`config.mk`:
```
export PLATFORM = sky130hd
export DESIGN_NAME = mioc_deser_flat
export DESIGN_NICKNAME = d
export VERILOG_FILES = /design/src/rtl/mioc_deser_if.sv /design/src/rtl/mioc_deser.sv /design/src/flat_wrapper.sv
export SDC_FILE = /design/constraint.sdc
export NUM_CORES = 1
export LEC_CHECK = 0
export CAP_MARGIN = 20
export CORE_MARGIN = 2
export CORE_UTILIZATION = 42
export CTS_BUF_LIST = sky130_fd_sc_hd__clkbuf_4 sky130_fd_sc_hd__clkbuf_8 sky130_fd_sc_hd__clkbuf_16
export DETAILED_ROUTE_END_ITERATION = 8
export GPL_TIMING_DRIVEN = 0
export PLACE_DENSITY = 0.76
export SYNTH_ARGS = -nofsm -noshare
export SYNTH_HDL_FRONTEND = slang
export SYNTH_SLANG_ARGS = --single-unit
```
`constraint.sdc`:
```
create_clock -name in2 -period 3.6 [get_ports in2]
set_input_delay 0.54 -clock in2 [delete_from_list [all_inputs] [get_ports in2]]
set_output_delay 0.54 -clock in2 [all_outputs]
set_load 0.005 [all_outputs]
```
`src/rtl/mioc_deser_if.sv`:
```
// Handshake and status bundle between the MIOC serial source, mioc_deser and the flop bank.
interface mioc_deser_if #(parameter int WIDTH = 8);
  logic             sdi;
  logic             sen;
  logic             dack;
  logic [WIDTH-1:0] dout;
  logic             dvalid;
  logic             busy;
  logic             ferr;
  logic             perr;
  logic             ovr;

  modport master (output sdi, sen, dack, input dout, dvalid, busy, ferr, perr, ovr);
  modport slave  (input sdi, sen, dack, output dout, dvalid, busy, ferr, perr, ovr);
endinterface

```
`src/rtl/mioc_deser.sv`:
```
// Falling-edge start/data/[parity]/stop frame receiver with valid/ack word output and sticky flags.
// Parity bit and PAR state are present only when MIOC_DESER_PARITY_EN is defined.
module mioc_deser #(
  parameter int WIDTH = 8
) (
  input logic         in2,
  input logic         in1,
  mioc_deser_if.slave bus
);

  localparam int CW = $clog2(WIDTH);

  typedef enum logic [1:0] {
    IDLE  = 2'd0,
    SHIFT = 2'd1,
`ifdef MIOC_DESER_PARITY_EN
    PAR   = 2'd2,
`endif
    STOP  = 2'd3
  } state_t;

  state_t           state_q, state_d;
  logic [CW-1:0]    cnt_q, cnt_d;
  logic [WIDTH-1:0] sreg_q, sreg_d;
  logic [WIDTH-1:0] dout_q, dout_d;
  logic             dvalid_q, dvalid_d;
  logic             busy_q, busy_d;
  logic             ferr_q, ferr_d;
  logic             perr_q, perr_d;
  logic             ovr_q, ovr_d;
  logic             deliver;

  always_comb begin
    state_d  = state_q;
    cnt_d    = cnt_q;
    sreg_d   = sreg_q;
    dout_d   = dout_q;
    dvalid_d = dvalid_q;
    ferr_d   = ferr_q;
    perr_d   = perr_q;
    ovr_d    = ovr_q;
    deliver  = 1'b0;

    if (bus.sen) begin
      case (state_q)
        IDLE: begin
          if (!bus.sdi) begin
            state_d = SHIFT;
            cnt_d   = '0;
            sreg_d  = '0;
            ferr_d  = 1'b0;
            perr_d  = 1'b0;
          end
        end
        SHIFT: begin
          sreg_d[cnt_q] = bus.sdi;
          if (cnt_q == CW'(WIDTH - 1)) begin
`ifdef MIOC_DESER_PARITY_EN
            state_d = PAR;
`else
            state_d = STOP;
`endif
          end else begin
            cnt_d = cnt_q + CW'(1);
          end
        end
`ifdef MIOC_DESER_PARITY_EN
        PAR: begin
          // Even parity: data plus parity bit must hold an even count of ones.
          if (^{sreg_q, bus.sdi}) perr_d = 1'b1;
          state_d = STOP;
        end
`endif
        STOP: begin
          state_d = IDLE;
          if (!bus.sdi)     ferr_d  = 1'b1;
          else if (!perr_q) deliver = 1'b1;
        end
        default: state_d = IDLE;
      endcase
    end

    // Ack on a delivery edge retires the old word so the new one replaces it.
    if (bus.dack) ovr_d = 1'b0;
    if (deliver) begin
      if (!dvalid_q || bus.dack) begin
        dout_d   = sreg_q;
        dvalid_d = 1'b1;
      end else begin
        ovr_d = 1'b1;
      end
    end else if (bus.dack) begin
      dvalid_d = 1'b0;
    end

    busy_d = (state_d != IDLE);
  end

  always_ff @(negedge in2) begin
    if (!in1) begin
      state_q  <= IDLE;
      cnt_q    <= '0;
      sreg_q   <= '0;
      dout_q   <= '0;
      dvalid_q <= 1'b0;
      busy_q   <= 1'b0;
      ferr_q   <= 1'b0;
      perr_q   <= 1'b0;
      ovr_q    <= 1'b0;
    end else begin
      state_q  <= state_d;
      cnt_q    <= cnt_d;
      sreg_q   <= sreg_d;
      dout_q   <= dout_d;
      dvalid_q <= dvalid_d;
      busy_q   <= busy_d;
      ferr_q   <= ferr_d;
      perr_q   <= perr_d;
      ovr_q    <= ovr_d;
    end
  end

  assign bus.dout   = dout_q;
  assign bus.dvalid = dvalid_q;
  assign bus.busy   = busy_q;
  assign bus.ferr   = ferr_q;
  assign bus.perr   = perr_q;
  assign bus.ovr    = ovr_q;

endmodule

```
`src/flat_wrapper.sv`:
```
// flat-port wrapper written by rule: the top's interface ports become plain ports
module mioc_deser_flat 
#(
  parameter int WIDTH = 8
)
  (in2, in1, bus_sdi, bus_sen, bus_dack, bus_dout, bus_dvalid, bus_busy, bus_ferr, bus_perr, bus_ovr);
  mioc_deser_if #(.WIDTH(WIDTH)) bus_i ();
  input logic in2;
  input logic in1;
  input wire logic [$bits(bus_i.sdi)-1:0] bus_sdi;
  input wire logic [$bits(bus_i.sen)-1:0] bus_sen;
  input wire logic [$bits(bus_i.dack)-1:0] bus_dack;
  output wire logic [$bits(bus_i.dout)-1:0] bus_dout;
  output wire logic [$bits(bus_i.dvalid)-1:0] bus_dvalid;
  output wire logic [$bits(bus_i.busy)-1:0] bus_busy;
  output wire logic [$bits(bus_i.ferr)-1:0] bus_ferr;
  output wire logic [$bits(bus_i.perr)-1:0] bus_perr;
  output wire logic [$bits(bus_i.ovr)-1:0] bus_ovr;
  assign bus_i.sdi = bus_sdi;
  assign bus_i.sen = bus_sen;
  assign bus_i.dack = bus_dack;
  assign bus_dout = bus_i.dout;
  assign bus_dvalid = bus_i.dvalid;
  assign bus_busy = bus_i.busy;
  assign bus_ferr = bus_i.ferr;
  assign bus_perr = bus_i.perr;
  assign bus_ovr = bus_i.ovr;
  mioc_deser #(.WIDTH(WIDTH)) u_core (.in2(in2), .in1(in1), .bus(bus_i));
endmodule
```
* Word-level counts from Yosys, hierarchy flattened
Cells that the tools add are included.
Storage, ports and cells: flip-flop bits (word level) 25, input bits 5, output and inout port bits 13, logic and storage cells 55
Cells by class: add/subtract/negate cells 1, magnitude comparators 2, eq/ne operators 7, multiplexer cells 24, reduce and logical (&&, ||, !) cells 13
Operator list (number):
- $pmux W8 S2 | 1
- $mux W1 | 12
- $bwmux W8 | 1
- $mux W8 | 1
- $ne A2 B2 Y1 const B | 4
- $reduce_and A4 Y1 | 2
- $reduce_bool A2 Y1 | 4
- $mux W2 | 3
- $mux W3 | 2
- $pmux W3 S2 | 1
- $lt A3 B4 Y1 const B | 1
- $pmux W2 S2 | 1
- $reduce_and A2 Y1 | 2
- $add A3 B1 Y3 const B | 1
- $demux W1 S3 | 1
- $eq A3 B3 Y1 const B | 1
- $ge A3 B1 Y1 const B | 1
- $reduce_and A3 Y1 | 1
- $eq A2 B1 Y1 const B | 1
- $eq A2 B2 Y1 const B | 1
- $logic_not A2 Y1 | 1
- $pmux W1 S2 | 1
- $logic_and A1 B1 Y1 | 1
- $logic_not A1 Y1 | 1
- $logic_or A1 B1 Y1 | 1

* Logic depth before layout (Yosys ltp)
Gate-level depths: netlist of run 1.
depth after elaboration 6, mapped depth 5, gate-level depth less buffers 5

==> run_results.csv, run 1 <==
group,metric,value,unit
detailed_routing,postRouteWirelength,2370,microns
pwr,power.ir.vdd_worst,0.000239,V
critical_path,critical_path_endpoint_category,"output pin",
floorplanning,die_area,0.00309,sq mm
grt,grt_antenna_before_repair,0,
clocking,clock-root-buffer,"sky130_fd_sc_hd__clkbuf_4",
pwr,total_power,0.541,mW
detailed_routing,met3_wirelength,115,microns
flow_run,cap_viol_max_count,0,
detailed_routing,vias_per_cell,5.45,
critical_path,cp.buffers_inverters,1,
synth,post_synth_instance_area,0.00112,sq mm
hold_path,holdCritPathClass,"flip-flop to flip-flop",
detailed_routing,antenna_left,0,
clocking,cts.reportedPaths.clkPinSlew,0.05,ns
detailed_routing,dr.first_iter.drc_count,16,
floorplanning,die_width,55.6,microns
floorplanning,starting_utilization_of_the_core_area,44.6,%
place,io_buffer_count,16,
synth,ys.warnings.count,0,
grt,grt_max_degree,14,
place,gp_congestion,0.817,
timing,finalHoldViolations,0,
critical_path,worst_path_dominant_cell_family,"buffers and inverters",
run_status,outcome,"finished clean",
critical_path,critical-path-slowest-cell,"sky130_fd_sc_hd__clkdlybuf4s50_1",
timing,setup_slack,0.0730,ns
detailed_routing,top_layer,"met4",
clocking,htree_levels,1,
timing,hold-worst-slack,0.462,ns
clocking,clock_tree_from_tritoncts,"done",
place,post_dp_cell_area,0.00131,sq mm
timing,grt_setup_unrepaired,"false",
clocking,clk_path_buf_depth,2,
critical_path,timing.setup.critical_path_class,"flip-flop to output pin",
finish,fraction_of_final_layout_cells_sized_beyond_drive_strength_1,7.36,%
synth,yosysSeqAreaShare,44.8,%
grt,grt-ovfl-total,0,
finish,mostFrequentLayoutCells,"sky130_fd_sc_hd__inv_1 (30), sky130_fd_sc_hd__nand2_1 (25), sky130_fd_sc_hd__dfxtp_1 (24)",
finish,layout_commonest_cell,"sky130_fd_sc_hd__inv_1",
timing,finClkSkew,0.0200,ns
critical_path,path_cells,"clkdlybuf4s50_1",
finish,final_net_count,171,
detailed_routing,detailedRoute.firstPassIterationCount,4,
grt,number_of_global_route_vias_before_repair,1020,
critical_path,critical_path.startpoint_type,"flip-flop",
grt,wire_length_of_the_first_global_routing_pass,4050,microns
floorplanning,placementRows,18,
detailed_routing,average_detailed_routed_wire_length_per_instance,12.3,microns
pwr,leakagePower,0.721,nW
place,post_dp_hpwl,1650,microns
grt,grtUsageTotal,16.2,%
detailed_routing,remaining_drc_errors,0,
finish,post_layout_nonfiller_instances,193,
timing,maxSlewViolCount,0,
finish,layout.core_utilization,57.8,%
clocking,cts_num_sinks,25,
clocking,cts-hold-fix-buffers,0,
floorplanning,core,0.00250,sq mm
timing,setup_total_negative_slack,0,ns
clocking,cts_made_buffers,3,
detailed_routing,detailroute.wirelength.met2,1170,microns
synth,ys_ff_latch,25,
floorplanning,io_pins,18,
finish,design_area,0.00145,sq mm
clocking,clock_latency_on_the_worst_skew_pair,0.39,ns
critical_path,arrival_time_reported_for_the_critical_path_endpoint,2.99,ns
critical_path,cp.required,3.06,ns
synth,syn_nets,126,
floorplanning,die_y,55.6,microns
synth,synth.avg_cell_area,9.38,sq um
detailed_routing,route.layer.met1.wl,1020,microns
synth,synth_cells,119,
finish,n_antenna_cell,0,
pwr,cellPowerDensity,375,mW/mm^2
synth,netlist-cell-type-count,30,
place,dp.cells,165,
critical_path,maximum_cell_stage_delay_along_the_critical_path,0.50,ns
critical_path,critical_path_peak_fanout,2,
detailed_routing,total_via_count_in_the_routed_design,1052,
timing,final-setup-viol-count,0,
finish,syn_to_final_growth,29.5,%
place,dp_slack,-0.271,ns
layer usage:
layer  GRT usage, %  up-vias
met3           5.15        6
met5              0        -
li1               -      522
met4           12.9        0
met1           17.4      491
met2           25.9       33
final cells by class:
class	count	area, sq um
plain buffers	6	28.8
clock buffers	3	22.5
inverters	5	18.8
flip-flops and latches	25	502
multi-input cells	82	564
repair buffers	16	174
well taps	30	37.5
fillers	229	1050
clock inverters	26	97.6
synthesized netlist by cell type, drive strengths merged:
library cell	count	area share, %
or2	1	0.56
dfxtp	25	45
nand2b	3	1.7
a221oi	1	0.78
inv	6	2.0
conb	1	0.34
nand2	25	8.4
nor2b	6	3.4
a31oi	2	1.1
o221ai	8	6.8
nand4b	1	0.78
nand3b	1	0.67
o211a	1	0.90
o21ai	1	0.45
clkbuf	2	0.67
or4	1	1.0
nand3	2	0.90
ha	2	2.2
nor2	2	0.67
buf	4	1.9
mux2i	11	9.9
o2111ai	8	6.3
nand4	2	1.1
a21oi	2	1.9
o21bai	1	0.67
worst paths after layout:
path                       from                  to  cells after the start  slack (ns)
max          u_core.bus.dout[1]         bus_dout[1]                      1        0.07
min reg2reg  u_core.bus.dout[4]  u_core.bus.dout[4]                      2        0.46
max reg2reg     u_core.cnt_q[0]     u_core.cnt_q[1]                      5        2.21
min          u_core.bus.dout[4]  u_core.bus.dout[4]                      2        0.46
logic make-up (layout without fill, tap and decap cells):
group                      count (synthesis)  after routing  synth area share (%)
DFF                                       25             25                  44.8
buffers and inverters                     12             56                  4.60
muxes                                     11             11                  9.87
and+or+nand+nor                           44             44                  19.2
AOI/OAI and AO/OA                         24             24                  18.9
adders and majority gates                  2              2                  2.24
other                                      1              1                 0.336
power breakdown:
part,internal [mW],switching [mW]
Sequential,0.280,0.00282
Clock,0.0764,0.149
Combinational,0.0132,0.0198
worst register-to-register path, cell delays in order (launching register included):
cell and delay, ns:
sky130_fd_sc_hd__dfxtp_1 0.48, sky130_fd_sc_hd__ha_1 0.21, sky130_fd_sc_hd__ha_1 0.18, sky130_fd_sc_hd__nand2_1 0.06, sky130_fd_sc_hd__nand3b_1 0.19, sky130_fd_sc_hd__mux2i_1 0.20
sequential cells by signal, summed over array words and instances, names as in the netlist:
register and flops:
u_core.bus.busy 1, u_core.state_q 2, u_core.bus.ferr 1, u_core.bus.dvalid 1, u_core.bus.ovr 1, u_core.cnt_q 3, u_core.sreg_q 8, u_core.bus.dout 8
timing repair:
item                                    4_1_cts  5_1_grt
endpoints found under the setup margin        1        6
setup buffers                                 0        0
gates resized for setup                       2        6
No activity file was read; power rests on OpenSTA's default activity.
==> run 2: changes to the inputs <==
--- a/config.mk
+++ b/config.mk
@@ -12,6 +12,8 @@
 export DETAILED_ROUTE_END_ITERATION = 8
 export GPL_TIMING_DRIVEN = 0
 export PLACE_DENSITY = 0.76
+export RECOVER_POWER = 25
+export SLEW_MARGIN = 0
 export SYNTH_ARGS = -nofsm -noshare
 export SYNTH_HDL_FRONTEND = slang
 export SYNTH_SLANG_ARGS = --single-unit
==> run 2 against run 1 <==
Effect of this change:
- clock-buffer cell count is the same
- largest cell class unchanged
- flip-flop and latch count is the same
- final area fell by 0.87%
- combinational power hardly changed
==> run_results.csv, run 2 (synthesis results as in run 1) <==
group,metric,value,unit
run_status,outcome,"finished clean",
detailed_routing,postRouteWirelength,2360,microns
finish,fraction_of_final_layout_cells_sized_beyond_drive_strength_1,7.36,%
hold_path,hold_path.startpoint,"u_core.bus.dout[6]",
clocking,cts_num_sinks,25,
floorplanning,starting_utilization_of_the_core_area,44.6,%
floorplanning,placementRows,18,
critical_path,r2r-start,"u_core.cnt_q[0]",
timing,maxSlewViolCount,0,
critical_path,path_cells,"clkdlybuf4s50_1",
floorplanning,die_area,0.00309,sq mm
clocking,clock_tree_from_tritoncts,"done",
critical_path,cp.buffers_inverters,1,
grt,grt_max_degree,14,
finish,mostFrequentLayoutCells,"sky130_fd_sc_hd__inv_1 (30), sky130_fd_sc_hd__nand2_1 (25), sky130_fd_sc_hd__dfxtp_1 (24)",
grt,number_of_global_route_vias_before_repair,1020,
clocking,clock-root-buffer,"sky130_fd_sc_hd__clkbuf_4",
timing,finalHoldViolations,0,
critical_path,cp.required,3.06,ns
detailed_routing,dr.first_iter.drc_count,16,
clocking,clock_latency_on_the_worst_skew_pair,0.39,ns
place,dp_slack,-0.271,ns
timing,setup_slack,0.0729,ns
pwr,total_power,0.541,mW
finish,layout_commonest_cell,"sky130_fd_sc_hd__inv_1",
grt,grtUsageTotal,16.2,%
place,gp_congestion,0.817,
critical_path,critical_path_endpoint_category,"output pin",
floorplanning,io_pins,18,
timing,grt_setup_unrepaired,"false",
critical_path,critical_path.startpoint_type,"flip-flop",
clocking,cts.reportedPaths.clkPinSlew,0.04,ns
flow_run,cap_viol_max_count,0,
floorplanning,core,0.00250,sq mm
grt,wire_length_of_the_first_global_routing_pass,4050,microns
critical_path,arrival_time_reported_for_the_critical_path_endpoint,2.99,ns
floorplanning,die_y,55.6,microns
detailed_routing,remaining_drc_errors,0,
pwr,power.ir.vdd_worst,0.000239,V
place,io_buffer_count,16,
grt,grt-ovfl-total,0,
clocking,clk_path_buf_depth,2,
detailed_routing,average_detailed_routed_wire_length_per_instance,12.2,microns
floorplanning,die_width,55.6,microns
detailed_routing,detailedRoute.firstPassIterationCount,4,
detailed_routing,total_via_count_in_the_routed_design,1051,
finish,fillCellCount,234,
critical_path,timing.setup.critical_path_class,"flip-flop to output pin",
clocking,cts-hold-fix-buffers,0,
critical_path,maximum_cell_stage_delay_along_the_critical_path,0.50,ns
pwr,leakagePower,0.623,nW
clocking,htree_levels,1,
clocking,postCtsSetupRepairBufs,0,
finish,syn_to_final_growth,28.4,%
detailed_routing,antenna_left,0,
critical_path,critical_path_peak_fanout,2,
timing,hold-worst-slack,0.462,ns
finish,final_net_count,171,
place,post_dp_hpwl,1650,microns
critical_path,crit_path_start,"u_core.bus.dout[1]",
clocking,ctsResizeCount,2,
finish,n_antenna_cell,0,
detailed_routing,vias_per_cell,5.45,
clocking,cts_made_buffers,3,
timing,final-setup-viol-count,0,
critical_path,critical-path-slowest-cell,"sky130_fd_sc_hd__clkdlybuf4s50_1",
grt,grt_antenna_before_repair,0,
critical_path,worst_path_dominant_cell_family,"buffers and inverters",
hold_path,holdCritPathClass,"flip-flop to flip-flop",
pwr,cellPowerDensity,378,mW/mm^2
timing,finClkSkew,0.0200,ns
-- run 2: changes by cell type in the layout (fill, tap and decap cells not counted), sizes merged --
| cell | delta |
|---|---|
| clkdlybuf4s25 | +5 |
| dlymetal6s2s | -5 |
-- run 2: area by class of cell --
class | count | area [sq um] | share of cell area [%]
inverter | 5 | 18.8 | 1.31
buffer | 6 | 28.8 | 2.01
clock buffer | 3 | 22.5 | 1.57
tap | 30 | 37.5 | 2.62
timing repair buffer | 16 | 161 | 11.3
multi-input combinational | 82 | 564 | 39.4
sequential | 25 | 502 | 35.0
clock inverter | 26 | 97.6 | 6.81
-- run 2: power breakdown --
| part | internal, mW | switching [mW] |
|---|---|---|
| Sequential | 0.280 | 0.00281 |
| Clock | 0.0764 | 0.149 |
| Combinational | 0.0132 | 0.0198 |
| Total | 0.370 | 0.172 |
-- run 2: routing by layer --
layer | part of all wire (%) | vias up | routed length, microns | GRT usage, %
met1 | 43 | 489 | 1020 | 17.4
met5 | 0 | - | 0 | 0
met3 | 4.7 | 6 | 112 | 5.15
li1 | - | 522 | - | -
met2 | 49 | 34 | 1170 | 25.9
met4 | 2.9 | 0 | 69 | 12.9
-- run 2: per-stage QoR --
stage	std cells	instance area, sq um	TNS (ns)	utilization [%]
3_3_place_gp	165	1310	-3.64	52.6
3_5_place_dp	165	1310	-4.30	52.6
2_1_floorplan	119	1120	0	-
5_1_grt	193	1430	0	57.3
6_report	193	1430	0	57.3
4_1_cts	193	1430	0	57.2
-- run 2: final timing paths --
kind                   endpoint  slack [ns]  cells after the start
min reg2reg  u_core.bus.dout[6]        0.46                      2
max reg2reg     u_core.cnt_q[1]        2.21                      5
min          u_core.bus.dout[6]        0.46                      2
max                 bus_dout[1]        0.07                      1
==> run 3: changes to the inputs <==
--- a/config.mk
+++ b/config.mk
@@ -6,12 +6,14 @@
 export NUM_CORES = 1
 export LEC_CHECK = 0
 export CAP_MARGIN = 20
+export CELL_PAD_IN_SITES_DETAIL_PLACEMENT = 0
+export CELL_PAD_IN_SITES_GLOBAL_PLACEMENT = 1
 export CORE_MARGIN = 2
 export CORE_UTILIZATION = 42
 export CTS_BUF_LIST = sky130_fd_sc_hd__clkbuf_4 sky130_fd_sc_hd__clkbuf_8 sky130_fd_sc_hd__clkbuf_16
 export DETAILED_ROUTE_END_ITERATION = 8
 export GPL_TIMING_DRIVEN = 0
-export PLACE_DENSITY = 0.76
+export PLACE_DENSITY_LB_ADDON = 0.1
 export RECOVER_POWER = 25
 export SLEW_MARGIN = 0
 export SYNTH_ARGS = -nofsm -noshare
==> constraint.sdc (replaced) <==
create_clock -name in2 -period 3.6 [get_ports in2]
set_input_delay 0.36 -clock in2 [delete_from_list [all_inputs] [get_ports in2]]
set_output_delay 0.36 -clock in2 [all_outputs]
set_load 0.005 [all_outputs]
==> run 3 against run 2 <==
Effect of this change:
- wire length increased by 5.5%
- largest power group unchanged
- critical endpoint is now bus_dvalid
- clock-buffer cell count did not move
- combinational power is essentially flat
- via count decreased by 0.48%
- sequential power about the same
- setup slack improved by 0.052 ns
- worst hold slack improved by 0.0046 ns
==> run_results.csv, run 3 (synthesis results as in run 1) <==
group,metric,value,unit
critical_path,worst_path_dominant_cell_family,"buffers and inverters",
grt,wire_length_of_the_first_global_routing_pass,4180,microns
pwr,power.ir.vdd_worst,0.000299,V
finish,final_net_count,171,
timing,finClkSkew,0.0162,ns
grt,number_of_global_route_vias_before_repair,1005,
detailed_routing,postRouteWirelength,2490,microns
finish,layout_commonest_cell,"sky130_fd_sc_hd__inv_1",
critical_path,cp.required,3.24,ns
timing,setup_total_negative_slack,0,ns
clocking,ctsResizeCount,0,
pwr,power_frac_seq,52.5,%
timing,maxSlewViolCount,0,
finish,layout.core_utilization,57.2,%
finish,fillCellCount,226,
detailed_routing,average_detailed_routed_wire_length_per_instance,12.9,microns
finish,syn_to_final_growth,28.1,%
pwr,switching_fraction,31.5,%
timing,grt_setup_unrepaired,"false",
detailed_routing,top_layer,"met4",
floorplanning,placementRows,18,
clocking,clk_path_buf_depth,2,
critical_path,cp.buffers_inverters,1,
floorplanning,die_y,55.6,microns
hold_path,holdCritPathClass,"flip-flop to flip-flop",
timing,setup_slack,0.125,ns
critical_path,critical_path.startpoint_type,"flip-flop",
critical_path,arrival_time_reported_for_the_critical_path_endpoint,3.11,ns
grt,grt_max_degree,14,
place,gp_congestion,0.739,
finish,design_area,0.00143,sq mm
pwr,cell_internal_pwr,0.370,mW
run_status,outcome,"finished clean",
floorplanning,starting_utilization_of_the_core_area,44.6,%
detailed_routing,remaining_drc_errors,0,
floorplanning,die_width,55.6,microns
clocking,cts.reportedPaths.clkPinSlew,0.04,ns
place,io_buffer_count,16,
clocking,htree_levels,1,
finish,mostFrequentLayoutCells,"sky130_fd_sc_hd__inv_1 (30), sky130_fd_sc_hd__nand2_1 (25), sky130_fd_sc_hd__dfxtp_1 (25)",
critical_path,critical-path-slowest-cell,"sky130_fd_sc_hd__clkdlybuf4s50_1",
critical_path,timing.setup.critical_path_class,"flip-flop to output pin",
detailed_routing,route.layer.met1.wl,1210,microns
timing,hold-worst-slack,0.467,ns
critical_path,maximum_cell_stage_delay_along_the_critical_path,0.53,ns
timing,finalHoldViolations,0,
detailed_routing,antenna_left,0,
critical_path,path_cells,"clkdlybuf4s50_1",
detailed_routing,detailedRoute.firstPassIterationCount,5,
flow_run,cap_viol_max_count,0,
place,post_dp_hpwl,1730,microns
detailed_routing,total_via_count_in_the_routed_design,1046,
clocking,postCtsSetupRepairBufs,0,
finish,fraction_of_final_layout_cells_sized_beyond_drive_strength_1,6.75,%
pwr,power.share.combinational,6.2,%
grt,grtUsageTotal,16.8,%
clocking,clock-root-buffer,"sky130_fd_sc_hd__clkbuf_4",
floorplanning,io_pins,18,
clocking,clock_latency_on_the_worst_skew_pair,0.39,ns
critical_path,critical_path_peak_fanout,4,
detailed_routing,dr.first_iter.drc_count,22,
grt,grt-ovfl-total,0,
clocking,cts-hold-fix-buffers,0,
clocking,cts_num_sinks,25,
detailed_routing,vias_per_cell,5.42,
detailed_routing,met3_wirelength,96,microns
grt,grt_antenna_before_repair,0,
detailed_routing,detailroute.wirelength.met2,1170,microns
critical_path,critical_path_endpoint_category,"output pin",
pwr,p_sw,0.170,mW
floorplanning,core,0.00250,sq mm
pwr,cellPowerDensity,377,mW/mm^2
place,dp_slack,-0.143,ns
place,post_dp_cell_area,0.00131,sq mm
pwr,leakagePower,0.603,nW
finish,n_antenna_cell,0,
pwr,clkPwrFrac,41.4,%
clocking,cts_made_buffers,3,
timing,final-setup-viol-count,0,
clocking,clock_tree_from_tritoncts,"done",
floorplanning,die_area,0.00309,sq mm
## run 3: cell count changes in the layout (fill, tap and decap cells not counted)
cell | before | now
sky130_fd_sc_hd__dlygate4sd3_1 | 0 | 1
sky130_fd_sc_hd__dlymetal6s2s_1 | 1 | 0
sky130_fd_sc_hd__clkdlybuf4s25_1 | 5 | 0
sky130_fd_sc_hd__dfxtp_2 | 1 | 0
sky130_fd_sc_hd__dlygate4sd2_1 | 1 | 0
sky130_fd_sc_hd__dfxtp_1 | 24 | 25
sky130_fd_sc_hd__clkdlybuf4s50_1 | 9 | 15
## run 3: final cells by class
cell class / instances / area [sq um] / area share, %
plain buffers: 6 / 28.8 / 2.01
clock buffers: 3 / 22.5 / 1.57
clock inverters: 26 / 97.6 / 6.82
inverters: 5 / 18.8 / 1.31
multi-input cells: 82 / 564 / 39.5
flip-flops and latches: 25 / 500 / 35.0
well taps: 30 / 37.5 / 2.62
repair buffers: 16 / 160 / 11.2
## run 3: final timing paths
path / cells past startpoint / start / endpoint / slack [ns]
worst max-delay path: 1 / u_core.bus.dvalid / bus_dvalid / 0.13
worst min-delay path: 2 / u_core.bus.dout[7] / u_core.bus.dout[7] / 0.47
worst max register to register: 5 / u_core.cnt_q[0] / u_core.cnt_q[2] / 2.15
worst min register to register: 2 / u_core.bus.dout[7] / u_core.bus.dout[7] / 0.47
## run 3: power groups by stage
stage / Clock, mW / Combinational, mW / Sequential (mW)
final: 0.223 / 0.0333 / 0.283
after global routing: 0.268 / 0.0367 / 0.282
after CTS: 0.237 / 0.0336 / 0.283
after detailed placement: 0.0442 / 0.0334 / 0.288
after global placement: 0.0442 / 0.0328 / 0.288
after floorplan: 0.0442 / 0.0200 / 0.287
## run 3: stage by stage
stage                     instances  total power, mW
final                           193            0.540
after global routing            193            0.587
after CTS                       193            0.554
after detailed placement        165            0.366
after global placement          165            0.365
after floorplan                 119            0.352
## run 3: routing by layer
metal / global-route usage [%] / up-vias
met5: 0 / -
met3: 7.49 / 2
met2: 25.5 / 18
li1: - / 526
met1: 20.6 / 500
met4: 6.97 / 0
